`src/rtl/csm_mult_arbiter.sv`:
```
// Round-robin sequencer in front of one shared carry-save multiplier serving two requesters.
// Define CSM_MULT_ARB_STATS_EN to add saturating per-requester accept counters (o_count0/o_count1).

module carry_save_multiplier #(
    parameter int N = 8
) (
    input  logic [N-1:0]   i_m,
    input  logic [N-1:0]   i_q,
    output logic [2*N-1:0] o_p
);
    localparam int PW = 2 * N;

    logic [PW-1:0] pp      [N];
    logic [PW-1:0] sum_w   [N];
    logic [PW-1:0] carry_w [N];
    logic [PW-1:0] rc;

    genvar i;
    generate
        for (i = 0; i < N; i++) begin : g_pp
            assign pp[i] = {{N{1'b0}}, i_m & {N{i_q[i]}}} << i;
        end
    endgenerate

    assign sum_w[0]   = pp[0];
    assign carry_w[0] = '0;

    // Each row folds one partial product into the redundant sum/carry pair without propagating carries.
    generate
        for (i = 1; i < N; i++) begin : g_csa
            assign sum_w[i]   = sum_w[i-1] ^ carry_w[i-1] ^ pp[i];
            assign carry_w[i] = ((sum_w[i-1] & carry_w[i-1]) |
                                 (sum_w[i-1] & pp[i]) |
                                 (carry_w[i-1] & pp[i])) << 1;
        end
    endgenerate

    // Vector-merging ripple adder; the carry out of the top bit is always zero for an NxN product.
    assign rc[0] = 1'b0;
    generate
        for (i = 0; i < PW; i++) begin : g_vma
            assign o_p[i] = sum_w[N-1][i] ^ carry_w[N-1][i] ^ rc[i];
            if (i < PW - 1) begin : g_c
                assign rc[i+1] = (sum_w[N-1][i] & carry_w[N-1][i]) |
                                 (sum_w[N-1][i] & rc[i]) |
                                 (carry_w[N-1][i] & rc[i]);
            end
        end
    endgenerate
endmodule

module csm_mult_arbiter #(
    parameter int N = 8
) (
    input  logic           clk,
    input  logic           reset,
    input  logic           i_req0_valid,
    input  logic [N-1:0]   i_req0_m,
    input  logic [N-1:0]   i_req0_q,
    output logic           o_req0_ready,
    input  logic           i_req1_valid,
    input  logic [N-1:0]   i_req1_m,
    input  logic [N-1:0]   i_req1_q,
    output logic           o_req1_ready,
    output logic           o_resp_valid,
    output logic           o_resp_id,
    output logic [2*N-1:0] o_resp_p,
    input  logic           i_resp_ready
`ifdef CSM_MULT_ARB_STATS_EN
    ,
    output logic [15:0]    o_count0,
    output logic [15:0]    o_count1
`endif
);
    localparam logic [1:0] S_IDLE = 2'd0;
    localparam logic [1:0] S_MUL  = 2'd1;
    localparam logic [1:0] S_RESP = 2'd2;

    logic [1:0]     state_q, state_d;
    logic           last_grant_q, last_grant_d;
    logic [N-1:0]   op_m_q, op_m_d;
    logic [N-1:0]   op_q_q, op_q_d;
    logic           op_id_q, op_id_d;
    logic           resp_valid_q, resp_valid_d;
    logic           resp_id_q, resp_id_d;
    logic [2*N-1:0] resp_p_q, resp_p_d;
    logic [2*N-1:0] mul_p;
    logic           grant0, grant1;

    carry_save_multiplier #(.N(N)) u_mult (
        .i_m (op_m_q),
        .i_q (op_q_q),
        .o_p (mul_p)
    );

    // On a tie the requester that did not win last time is granted.
    always_comb begin
        grant0 = (state_q == S_IDLE) && i_req0_valid && (!i_req1_valid || last_grant_q);
        grant1 = (state_q == S_IDLE) && i_req1_valid && (!i_req0_valid || !last_grant_q);
    end

    assign o_req0_ready = grant0;
    assign o_req1_ready = grant1;
    assign o_resp_valid = resp_valid_q;
    assign o_resp_id    = resp_id_q;
    assign o_resp_p     = resp_p_q;

    always_comb begin
        state_d      = state_q;
        last_grant_d = last_grant_q;
        op_m_d       = op_m_q;
        op_q_d       = op_q_q;
        op_id_d      = op_id_q;
        resp_valid_d = resp_valid_q;
        resp_id_d    = resp_id_q;
        resp_p_d     = resp_p_q;
        case (state_q)
            S_IDLE: begin
                if (grant0 || grant1) begin
                    op_m_d       = grant1 ? i_req1_m : i_req0_m;
                    op_q_d       = grant1 ? i_req1_q : i_req0_q;
                    op_id_d      = grant1;
                    last_grant_d = grant1;
                    state_d      = S_MUL;
                end
            end
            S_MUL: begin
                resp_p_d     = mul_p;
                resp_id_d    = op_id_q;
                resp_valid_d = 1'b1;
                state_d      = S_RESP;
            end
            S_RESP: begin
                if (i_resp_ready) begin
                    resp_valid_d = 1'b0;
                    state_d      = S_IDLE;
                end
            end
            default: begin
                resp_valid_d = 1'b0;
                state_d      = S_IDLE;
            end
        endcase
    end

    always_ff @(posedge clk) begin
        if (reset) begin
            state_q      <= S_IDLE;
            last_grant_q <= 1'b1;
            op_m_q       <= '0;
            op_q_q       <= '0;
            op_id_q      <= 1'b0;
            resp_valid_q <= 1'b0;
            resp_id_q    <= 1'b0;
            resp_p_q     <= '0;
        end else begin
            state_q      <= state_d;
            last_grant_q <= last_grant_d;
            op_m_q       <= op_m_d;
            op_q_q       <= op_q_d;
            op_id_q      <= op_id_d;
            resp_valid_q <= resp_valid_d;
            resp_id_q    <= resp_id_d;
            resp_p_q     <= resp_p_d;
        end
    end

`ifdef CSM_MULT_ARB_STATS_EN
    logic [15:0] count0_q, count0_d;
    logic [15:0] count1_q, count1_d;

    always_comb begin
        count0_d = count0_q;
        count1_d = count1_q;
        if (grant0 && count0_q != 16'hFFFF) count0_d = count0_q + 16'd1;
        if (grant1 && count1_q != 16'hFFFF) count1_d = count1_q + 16'd1;
    end

    always_ff @(posedge clk) begin
        if (reset) begin
            count0_q <= '0;
            count1_q <= '0;
        end else begin
            count0_q <= count0_d;
            count1_q <= count1_d;
        end
    end

    assign o_count0 = count0_q;
    assign o_count1 = count1_q;
`endif
endmodule

```
`config.mk`:
```
export PLATFORM = sky130hd
export DESIGN_NAME = csm_mult_arbiter
export DESIGN_NICKNAME = d
export VERILOG_FILES = /design/src/rtl/csm_mult_arbiter.sv
export SDC_FILE = /design/constraint.sdc
export NUM_CORES = 1
export LEC_CHECK = 0
export ABC_AREA = 1
export BUFFER_PORTS_ARGS = -buffer_cell sky130_fd_sc_hd__buf_2
export CAP_MARGIN = 0
export CORE_MARGIN = 8
export CORE_UTILIZATION = 50
export CTS_CLUSTER_DIAMETER = 40
export DETAILED_ROUTE_END_ITERATION = 10
export PLACE_DENSITY = 0.72
export SYNTH_ARGS = -nofsm -noshare
export SYNTH_HDL_FRONTEND = slang
export SYNTH_SLANG_ARGS = --single-unit
```
`constraint.sdc`:
```
create_clock -name clk -period 6.7 [get_ports clk]
set_input_delay 0.67 -clock clk [delete_from_list [all_inputs] [get_ports clk]]
set_output_delay 0.67 -clock clk [all_outputs]
set_load 0.03 [all_outputs]
```
# Word level (Yosys, flattened, before mapping)
# Index checks and enable logic that the tools add are counted.
[totals]
wordCells = 181
regBits = 38
[op_classes]
bitwise = 148
muxes = 7
n_reduce_logical = 14
n_eq_ne = 4
[ops]
columns = ["op", "n"]
rows = [
  ["OR 15 bit", 12],
  ["AND 15 bit", 8],
  ["XOR 16 bit", 6],
  ["AND 8 bit", 8],
  ["AND 1 bit", 40],
  ["AND 15 x 10 -> 15 bit", 2],
  ["AND 15 x 11 -> 15 bit", 2],
  ["AND 15 x 12 -> 15 bit", 2],
  ["AND 15 x 13 -> 15 bit", 2],
  ["AND 15 x 14 -> 15 bit", 2],
  ["XOR 1 bit", 29],
  ["OR 1 bit", 26],
  ["two-way mux 8 bit", 2],
  ["XOR 16 x 10 -> 16 bit", 1],
  ["XOR 16 x 11 -> 16 bit", 1],
  ["XOR 16 x 12 -> 16 bit", 1],
  ["XOR 16 x 13 -> 16 bit", 1],
  ["XOR 16 x 14 -> 16 bit", 1],
  ["XOR 16 x 15 -> 16 bit", 1],
  ["AND 8 x 9 -> 9 bit", 1],
  ["XOR 8 x 9 -> 9 bit", 1],
  ["case mux 2 bit (3 select lines)", 1],
  ["AND reduction 2 bit", 3],
  ["logical AND 1 bit", 4],
  ["other kinds (11)", 16],
]

# Depth between registers and ports, before layout
# Gate-level depths: netlist of the first run.
[logic_depth]
word_depth = 61
depth_mapped = 23
mapped_depth_nobuf = 22

# Hierarchy
# A second synthesis of the first run with hierarchy kept.
[hier_totals]
hier_cells = 476
area_unflattened_um2 = 3568.4
[modules_own_cells]
columns = ["module", "cells_per_inst", "area_each_um2", "n_inst"]
rows = [
  ["carry_save_multiplier", 217, 1785.5, 1],
  ["csm_mult_arbiter", 259, 1783.0, 1],
]

# Least setup slack after synthesis of the first run
# No wires, ideal clock.
[synth_path]
kind = "register to register"
startpoint = "register op_m_q[6]"
endpoint = "register resp_p_q[14], in the netlist o_resp_p[14]"
path_stages_with_launch = 22
t_arrival_ns = 6.409
path_slack_ns = 0.175
required_ns = 6.584
setup_ns = 0.116
synth_period_minus_slack_ns = 6.525
path_cell_list = "dfxtp_1 clkbuf_1 nand2_1 inv_1 ha_1 inv_1 fa_1 inv_1 fa_1 fa_1 fa_1 fa_1 fa_1 ha_1 fa_1 fa_1 fa_1 fa_1 fa_1 fa_1 nor2_1 nor2_1"
[synth_between]
elab_chain_cells = 39
word_cells_on_any_way = 93
[synth_lines]
columns = ["item", "line_no", "source"]
rows = [
  ["from (decl)", "81", "logic [N-1:0] op_m_q, op_m_d;"],
  ["from (signal assigned)", "159", "op_m_q <= op_m_d;"],
  ["AND 8 bit", "21", "assign pp[i] = {{N{1'b0}}, i_m & {N{i_q[i]}}} << i;"],
  ["XOR 8 x 9 -> 9 bit", "31", "assign sum_w[i] = sum_w[i-1] ^ carry_w[i-1] ^ pp[i];"],
  ["XOR 16 bit", "31", ""],
  ["XOR 16 x 10 -> 16 bit", "31", ""],
  ["XOR 16 bit", "31", ""],
  ["XOR 16 x 11 -> 16 bit", "31", ""],
  ["XOR 16 bit", "31", ""],
  ["XOR 16 x 12 -> 16 bit", "31", ""],
  ["[... 24 more ...]", "n/a", ""],
  ["AND 1 bit", "45", "(sum_w[N-1][i] & rc[i]) |"],
  ["OR 1 bit", "44", "assign rc[i+1] = (sum_w[N-1][i] & carry_w[N-1][i]) |"],
  ["OR 1 bit", "45", ""],
  ["AND 1 bit", "45", ""],
  ["OR 1 bit", "44", ""],
  ["OR 1 bit", "45", ""],
  ["XOR 1 bit (*)", "42", "assign o_p[i] = sum_w[N-1][i] ^ carry_w[N-1][i] ^ rc[i];"],
  ["net mul_p[14]", "87", "logic [2*N-1:0] mul_p;"],
  ["to (signal assigned)", "164", "resp_p_q <= resp_p_d;"],
  ["to (decl)", "86", "logic [2*N-1:0] resp_p_q, resp_p_d;"],
]
# Mark *: on every way through the listed nets, which the timed path passes. The rest lies on a longest branch.
# A chain may end at the register's enable or synchronous reset.

# Final worst setup path of the first run
[layout_path]
startpoint = "register op_q_q[0]"
endpoint = "register resp_p_q[14], in the netlist o_resp_p[14]"
[layout_between]
elab_chain_cells = 53
word_cells_on_any_way = 108
[layout_lines]
columns = ["item", "line_no", "source"]
rows = [
  ["from (decl)", "82", "logic [N-1:0] op_q_q, op_q_d;"],
  ["from (signal assigned)", "160", "op_q_q <= op_q_d;"],
  ["AND 8 bit (*)", "21", ""],
  ["XOR 8 x 9 -> 9 bit", "31", ""],
  ["AND 15 bit (tied with other cells)", "32", "assign carry_w[i] = ((sum_w[i-1] & carry_w[i-1]) |"],
  ["OR 15 bit / XOR 16 x 10 -> 16 bit (equally long branches)", "32, 31", ""],
  ["OR 15 bit (tied with other cells)", "33", "(sum_w[i-1] & pp[i]) |"],
  ["AND 15 bit (tied with other cells)", "32", ""],
  ["OR 15 bit (tied with other cells)", "32", ""],
  ["OR 15 bit (tied with other cells)", "33", ""],
  ["[... 38 more ...]", "n/a", ""],
  ["AND 1 bit", "45", ""],
  ["OR 1 bit", "44", ""],
  ["OR 1 bit", "45", ""],
  ["AND 1 bit", "45", ""],
  ["OR 1 bit", "44", ""],
  ["OR 1 bit", "45", ""],
  ["XOR 1 bit (*)", "42", ""],
  ["net mul_p[14]", "87", ""],
]
# Marked as above.

==> results.sh, run 1 <==
export IMPL_cts_buffers=5
export IMPL_grt_pass1_wl_um=12300
export IMPL_grt_usage_pct=15.3
export IMPL_hold_class="flip-flop to flip-flop"
export IMPL_antenna_cells=0
export IMPL_hold_violations=0
export IMPL_area_growth_syn_to_layout_pct=12.1
export IMPL_fp_dieW_um=98.0
export IMPL_syn_inst=461
export IMPL_worstMarginPinSlew_ns=0.920
export IMPL_ys_flop_type="dfxtp_1"
export IMPL_max_freq_mhz=157
export IMPL_setup_viol=0
export IMPL_wl_per_cell_um=11.6
export IMPL_rsz0062_at_grt="false"
export IMPL_seq_area_frac_synth_pct=22.6
export IMPL_slew_headroom_pct=38.6
export IMPL_wl_um=6720
export IMPL_drc=0
export IMPL_synthesis_nets=554
export IMPL_ys_async_sr_fraction_pct=0
export IMPL_fillers=627
export IMPL_cp_max_fo=5
export IMPL_powerDensity_nw_per_um2=197
export IMPL_yosys_register_bits=38
export IMPL_crit_arrival_ns=6.58
export IMPL_overflow=0
export IMPL_antenna_found_initial=0
export IMPL_hpwlAfterDp_um=5240
export IMPL_status="complete, no violations"
export IMPL_cts_path_max_buffers=2
export IMPL_core_area_um2=6640
export IMPL_root_buffer="clkbuf_8"
export IMPL_synthMuxAreaShare_pct=0
export IMPL_synth_fa_ha_area_share_pct=31.5
export IMPL_ios=57
export IMPL_final_setup_skew_ns=0.0111
export IMPL_synth_top_family_by_area="adder cells"
export IMPL_io_buffers=56
export IMPL_synth_cell_types=21
export IMPL_ctsHoldBuffers=0
export IMPL_fin_nets=593
export IMPL_synthXorXnorAreaFrac_pct=0
export IMPL_die_height_um=98.0
export IMPL_period_needed_ns=6.38
export IMPL_cts_tree="yes"
export IMPL_syn_area_um2=3360
export IMPL_synth_compound_area_share_pct=4.39
export IMPL_end_kind="flip-flop"
export IMPL_num_vias=2690
export IMPL_vias_per_cell=4.63
export IMPL_cts_num_sinks=38
export IMPL_rows=30
export IMPL_gp_congestion=0.823
export IMPL_period_share_pct=95.2
export IMPL_start_kind="flip-flop"
export IMPL_drive_above_1_share_pct=17.2
export IMPL_dr_pass1_iters=4
export IMPL_ant_nets=0
export IMPL_crit_type="flip-flop to flip-flop"
export IMPL_p_leak_nw=2.26
export IMPL_die_area_um2=9610
export IMPL_grt_pass1_vias=2847
export IMPL_synth_simple_area_share_pct=25.9
export IMPL_yosysWarnings=0
export IMPL_path_clk_slew_ns=0.08
export IMPL_drtIter0Drc=121
export IMPL_drv_slew=0
export IMPL_maxCapViolCount=0
export IMPL_p_total_w=0.000745
export IMPL_crit_required_ns=6.90
export IMPL_ir_worst_vdd_mv=0.0894
export IMPL_clk_latency_ns=0.30
export IMPL_setup_tns_ns=0
export IMPL_grt_max_degree=54
export IMPL_avgSynthCellArea_um2=7.30
export IMPL_synth_edff_count=0
export IMPL_h_tree_depth=2
export IMPL_initial_core_util_pct=50.6
==> Yosys cell counts, types with 2 or more instances <==
cell      number  area share, %
a21oi_1       11            1.6
dfxtp_1       38             23
nand3b_1      17            3.8
inv_1        102             11
nand2_1      115             13
buf_2          7            1.0
fa_1          48             29
clkbuf_1      19            2.1
nor2_1        68            7.6
o21ai_0       17            2.5
buf_6          2           0.67
ha_1           8            3.0
==> metrics by stage <==
step	utilization [%]	setup slack (ns)	hold slack (ns)	cell area, um^2	instances
CTS	56.3	0.0339	0.475	3740	581
floorplan	-	0.175	0.433	3360	461
detailed placement	54.9	0.0268	0.462	3650	573
global placement	54.9	0.151	0.461	3650	573
global route	56.8	0.0252	0.511	3770	581
finish	56.8	0.321	0.472	3770	581
==> area by class of cell <==
class,instances,area (um^2),share of cell area (%)
Clock buffer,6,82.6,2.19
Clock inverter,2,12.5,0.332
Inverter,102,383,10.2
Multi-Input combinational cell,291,2100,55.6
Sequential cell,38,771,20.4
Tap cell,80,100,2.65
Timing Repair Buffer,62,325,8.63
==> where the power goes <==
part | internal, W | switching [W]
logic | 0.000107 | 0.000169
clock network | 0.0000829 | 0.0000923
registers | 0.000256 | 0.0000370
total | 0.000446 | 0.000298
==> timing repair <==
action,in CTS,in global routing
gates resized for setup,0,13
setup endpoints to repair,0,2
setup buffers,0,0
==> flip-flops by register name, summed over array words and instances (netlist names) <==
| register | flops |
|---|---|
| state_q | 2 |
| op_m_q | 8 |
| o_resp_valid | 1 |
| op_q_q | 8 |
| op_id_q | 1 |
| o_resp_p | 16 |
| last_grant_q | 1 |
| o_resp_id | 1 |
==> cell usage in the layout, fill, tap and decap left out, drive strengths merged, types with 6 or more instances in the layout <==
master  synthesis  routed
nand2         116     116
inv           102     102
nor2           70      70
buf            10      62
fa             48      48
dfxtp          38      38
o21ai          17      17
nand3b         17      17
a21oi          11      11
ha              8       8
clkbuf         20       6
==> critical path, stage by stage, from the launching register on <==
cell and delay (ns):
dfxtp_1 0.41, nand2_1 0.07, inv_1 0.06, ha_1 0.13, inv_1 0.05, fa_1 0.49, inv_1 0.05, fa_1 0.45
fa_1 0.52, fa_1 0.43, fa_1 0.51, fa_1 0.42, ha_2 0.20, fa_2 0.39, fa_1 0.43, fa_1 0.39
fa_2 0.35, fa_2 0.35, fa_1 0.43, nor2_1 0.10, nor2_1 0.06
==> layer usage <==
layer | share of wire [%] | track usage (%) | up-vias
met2 | 51 | 28.2 | 42
met4 | 1.5 | 5.64 | 0
met1 | 44 | 16.9 | 1249
met3 | 3.2 | 3.06 | 6
met5 | 0 | 0 | -
li1 | - | - | 1393
==> logic make-up after synthesis <==
| logic type | Yosys count |
|---|---|
| compound gates | 29 |
| simple gates | 206 |
| fa+ha+maj | 56 |
| buf+inv | 132 |
| flops | 38 |
==> final timing paths <==
| check | start | end | depth (start not counted) | slack (ns) |
|---|---|---|---|---|
| hold / removal | op_id_q$_SDFFE_PP0P_ | op_id_q$_SDFFE_PP0P_ | 2 | 0.47 |
| hold reg to reg | op_id_q$_SDFFE_PP0P_ | op_id_q$_SDFFE_PP0P_ | 2 | 0.47 |
| setup reg to reg | op_q_q[0]$_SDFFE_PP0P_ | o_resp_p[14]$_SDFFE_PP0P_ | 20 | 0.32 |
| setup / recovery | op_q_q[0]$_SDFFE_PP0P_ | o_resp_p[14]$_SDFFE_PP0P_ | 20 | 0.32 |
Power figures use the tool's default switching activity.
==> run 2, diff against run 1 <==
--- a/config.mk
+++ b/config.mk
@@ -6,13 +6,14 @@
 export NUM_CORES = 1
 export LEC_CHECK = 0
 export ABC_AREA = 1
-export BUFFER_PORTS_ARGS = -buffer_cell sky130_fd_sc_hd__buf_2
 export CAP_MARGIN = 0
 export CORE_MARGIN = 8
 export CORE_UTILIZATION = 50
 export CTS_CLUSTER_DIAMETER = 40
 export DETAILED_ROUTE_END_ITERATION = 10
-export PLACE_DENSITY = 0.72
+export DONT_BUFFER_PORTS = 1
+export PLACE_DENSITY = 0.65
+export SLEW_MARGIN = 20
 export SYNTH_ARGS = -nofsm -noshare
 export SYNTH_HDL_FRONTEND = slang
 export SYNTH_SLANG_ARGS = --single-unit
==> results.sh, run 2 (same netlist as run 1, synthesis figures left out) <==
export IMPL_core_area_um2=6640
export IMPL_powerDensity_nw_per_um2=214
export IMPL_clk_latency_ns=0.29
export IMPL_num_vias=2536
export IMPL_crit_arrival_ns=6.59
export IMPL_fp_dieW_um=98.0
export IMPL_fin_nets=539
export IMPL_die_area_um2=9610
export IMPL_io_buffers=0
export IMPL_end_kind="flip-flop"
export IMPL_reg2reg_from="op_q_q[1]$_SDFFE_PP0P_"
export IMPL_final_setup_skew_ns=0.00666
export IMPL_r2r_setup_slack_ns=0.30
export IMPL_crit_required_ns=6.89
export IMPL_cts_num_sinks=38
export IMPL_place_area_um2=3380
export IMPL_status="complete, no violations"
export IMPL_final_util_pct=52.9
export IMPL_cp_max_fo=9
export IMPL_worstMarginPinSlew_ns=0.910
export IMPL_largest_register_ffs=16
export IMPL_hpwlAfterDp_um=5140
export IMPL_drive_above_1_share_pct=5.83
export IMPL_grt_max_degree=54
export IMPL_setup_viol=0
export IMPL_wl_per_cell_um=12.5
export IMPL_area_growth_syn_to_layout_pct=4.43
export IMPL_period_needed_ns=6.40
export IMPL_hold_violations=0
export IMPL_final_cell_mix="115 x nand2_1, 102 x inv_1, 68 x nor2_1"
export IMPL_grt_usage_pct=14.9
export IMPL_p_leak_nw=2.04
export IMPL_drv_slew=0
export IMPL_fin_ws_ns=0.299
export IMPL_drc=0
export IMPL_start_kind="flip-flop"
export IMPL_final_common_cell="nand2_1"
export IMPL_drtIter0Drc=82
export IMPL_die_height_um=98.0
export IMPL_vias_per_cell=4.82
export IMPL_hold_path_startpoint="reset"
export IMPL_setup_tns_ns=0
export IMPL_path_clk_slew_ns=0.08
export IMPL_max_freq_mhz=156
export IMPL_cts_tree="yes"
export IMPL_overflow=0
export IMPL_h_tree_depth=2
export IMPL_hold_class="primary input to flip-flop"
export IMPL_crit_start="op_q_q[1]$_SDFFE_PP0P_"
export IMPL_antenna_found_initial=0
export IMPL_rows=30
export IMPL_cts_buffers=5
export IMPL_gp_congestion=0.773
export IMPL_crit_type="flip-flop to flip-flop"
export IMPL_cts_path_max_buffers=2
export IMPL_dr_pass1_iters=4
export IMPL_initial_core_util_pct=50.6
export IMPL_maxCapViolCount=0
export IMPL_ios=57
export IMPL_grt_pass1_vias=2749
export IMPL_pre_cts_ws_ns=0.00164
export IMPL_design_area_um2=3510
export IMPL_rsz0062_at_grt="false"
export IMPL_ant_nets=0
export IMPL_root_buffer="clkbuf_8"
export IMPL_ir_worst_vdd_mv=0.0814
export IMPL_grt_pass1_wl_um=11900
export IMPL_wl_um=6560
export IMPL_period_share_pct=95.5
export IMPL_cts_setup_buffers=0
export IMPL_antenna_cells=0
export IMPL_slew_headroom_pct=39.3
-- run 2: changes by cell type in the layout (fill, tap and decap cells not counted), sizes merged --
cell      before  now
buf           62    8
bufinv         0    1
clkinvlp       1    0
clkinv         1    0
-- run 2: worst paths after layout --
| path | to | cells past startpoint |
|---|---|---|
| hold / removal | state_q[1]$_SDFFE_PP0P_ | 1 |
| setup reg to reg | o_resp_p[14]$_SDFFE_PP0P_ | 22 |
| hold reg to reg | op_id_q$_SDFFE_PP0P_ | 2 |
| setup / recovery | o_resp_p[14]$_SDFFE_PP0P_ | 22 |
-- run 2: report_power, final --
part	switching, W	internal, W	leakage (nW)
combinational	0.000139	0.0000938	1.67
clock	0.0000832	0.000119	0.0573
sequential	0.0000608	0.000256	0.315
-- run 2: what timing repair did --
action,4_1_cts,5_1_grt
gates resized for setup,0,8
endpoints found under the setup margin,0,2
hold buffers,0,0
endpoints found under the hold margin,0,0
-- run 2: layout make-up --
class	count	area, um^2
fill	660	3130
sequential	38	768
clock inverter	1	30.0
timing repair buffer	8	60.1
tap	80	100
multi-input combinational	291	2090
clock buffer	6	82.6
inverter	102	383
-- run 2: per-stage QoR --
stage	std cells	hold WS (ns)	power, W
floorplan	461	0.433	0.000505
global placement	519	0.444	0.000547
detailed placement	519	0.456	0.000557
CTS	526	0.429	0.000759
global route	526	0.421	0.000815
finish	526	0.435	0.000752
-- run 2: per-layer routing --
metal  part of all wire, %  global-route usage (%)  routed length (um)
met5                     0                       0                   0
met3                   4.1                    3.63                 269
met2                    50                    27.0                3300
met4                   1.2                    4.32                  79
met1                    44                    16.9                2910
-- run 2: worst max-delay path, stage by stage (launching register included) --
cell and delay [ns]:
dfxtp_4 0.38, nand2_1 0.06, inv_1 0.05, ha_1 0.29, inv_1 0.07, fa_1 0.40, inv_1 0.08, fa_2 0.43
fa_1 0.39, fa_1 0.52, inv_1 0.05, fa_1 0.35, inv_1 0.08, fa_1 0.42, ha_1 0.22, fa_2 0.40
fa_1 0.45, fa_2 0.36, fa_1 0.40, fa_2 0.35, fa_1 0.43, nor2_1 0.10, nor2_1 0.04
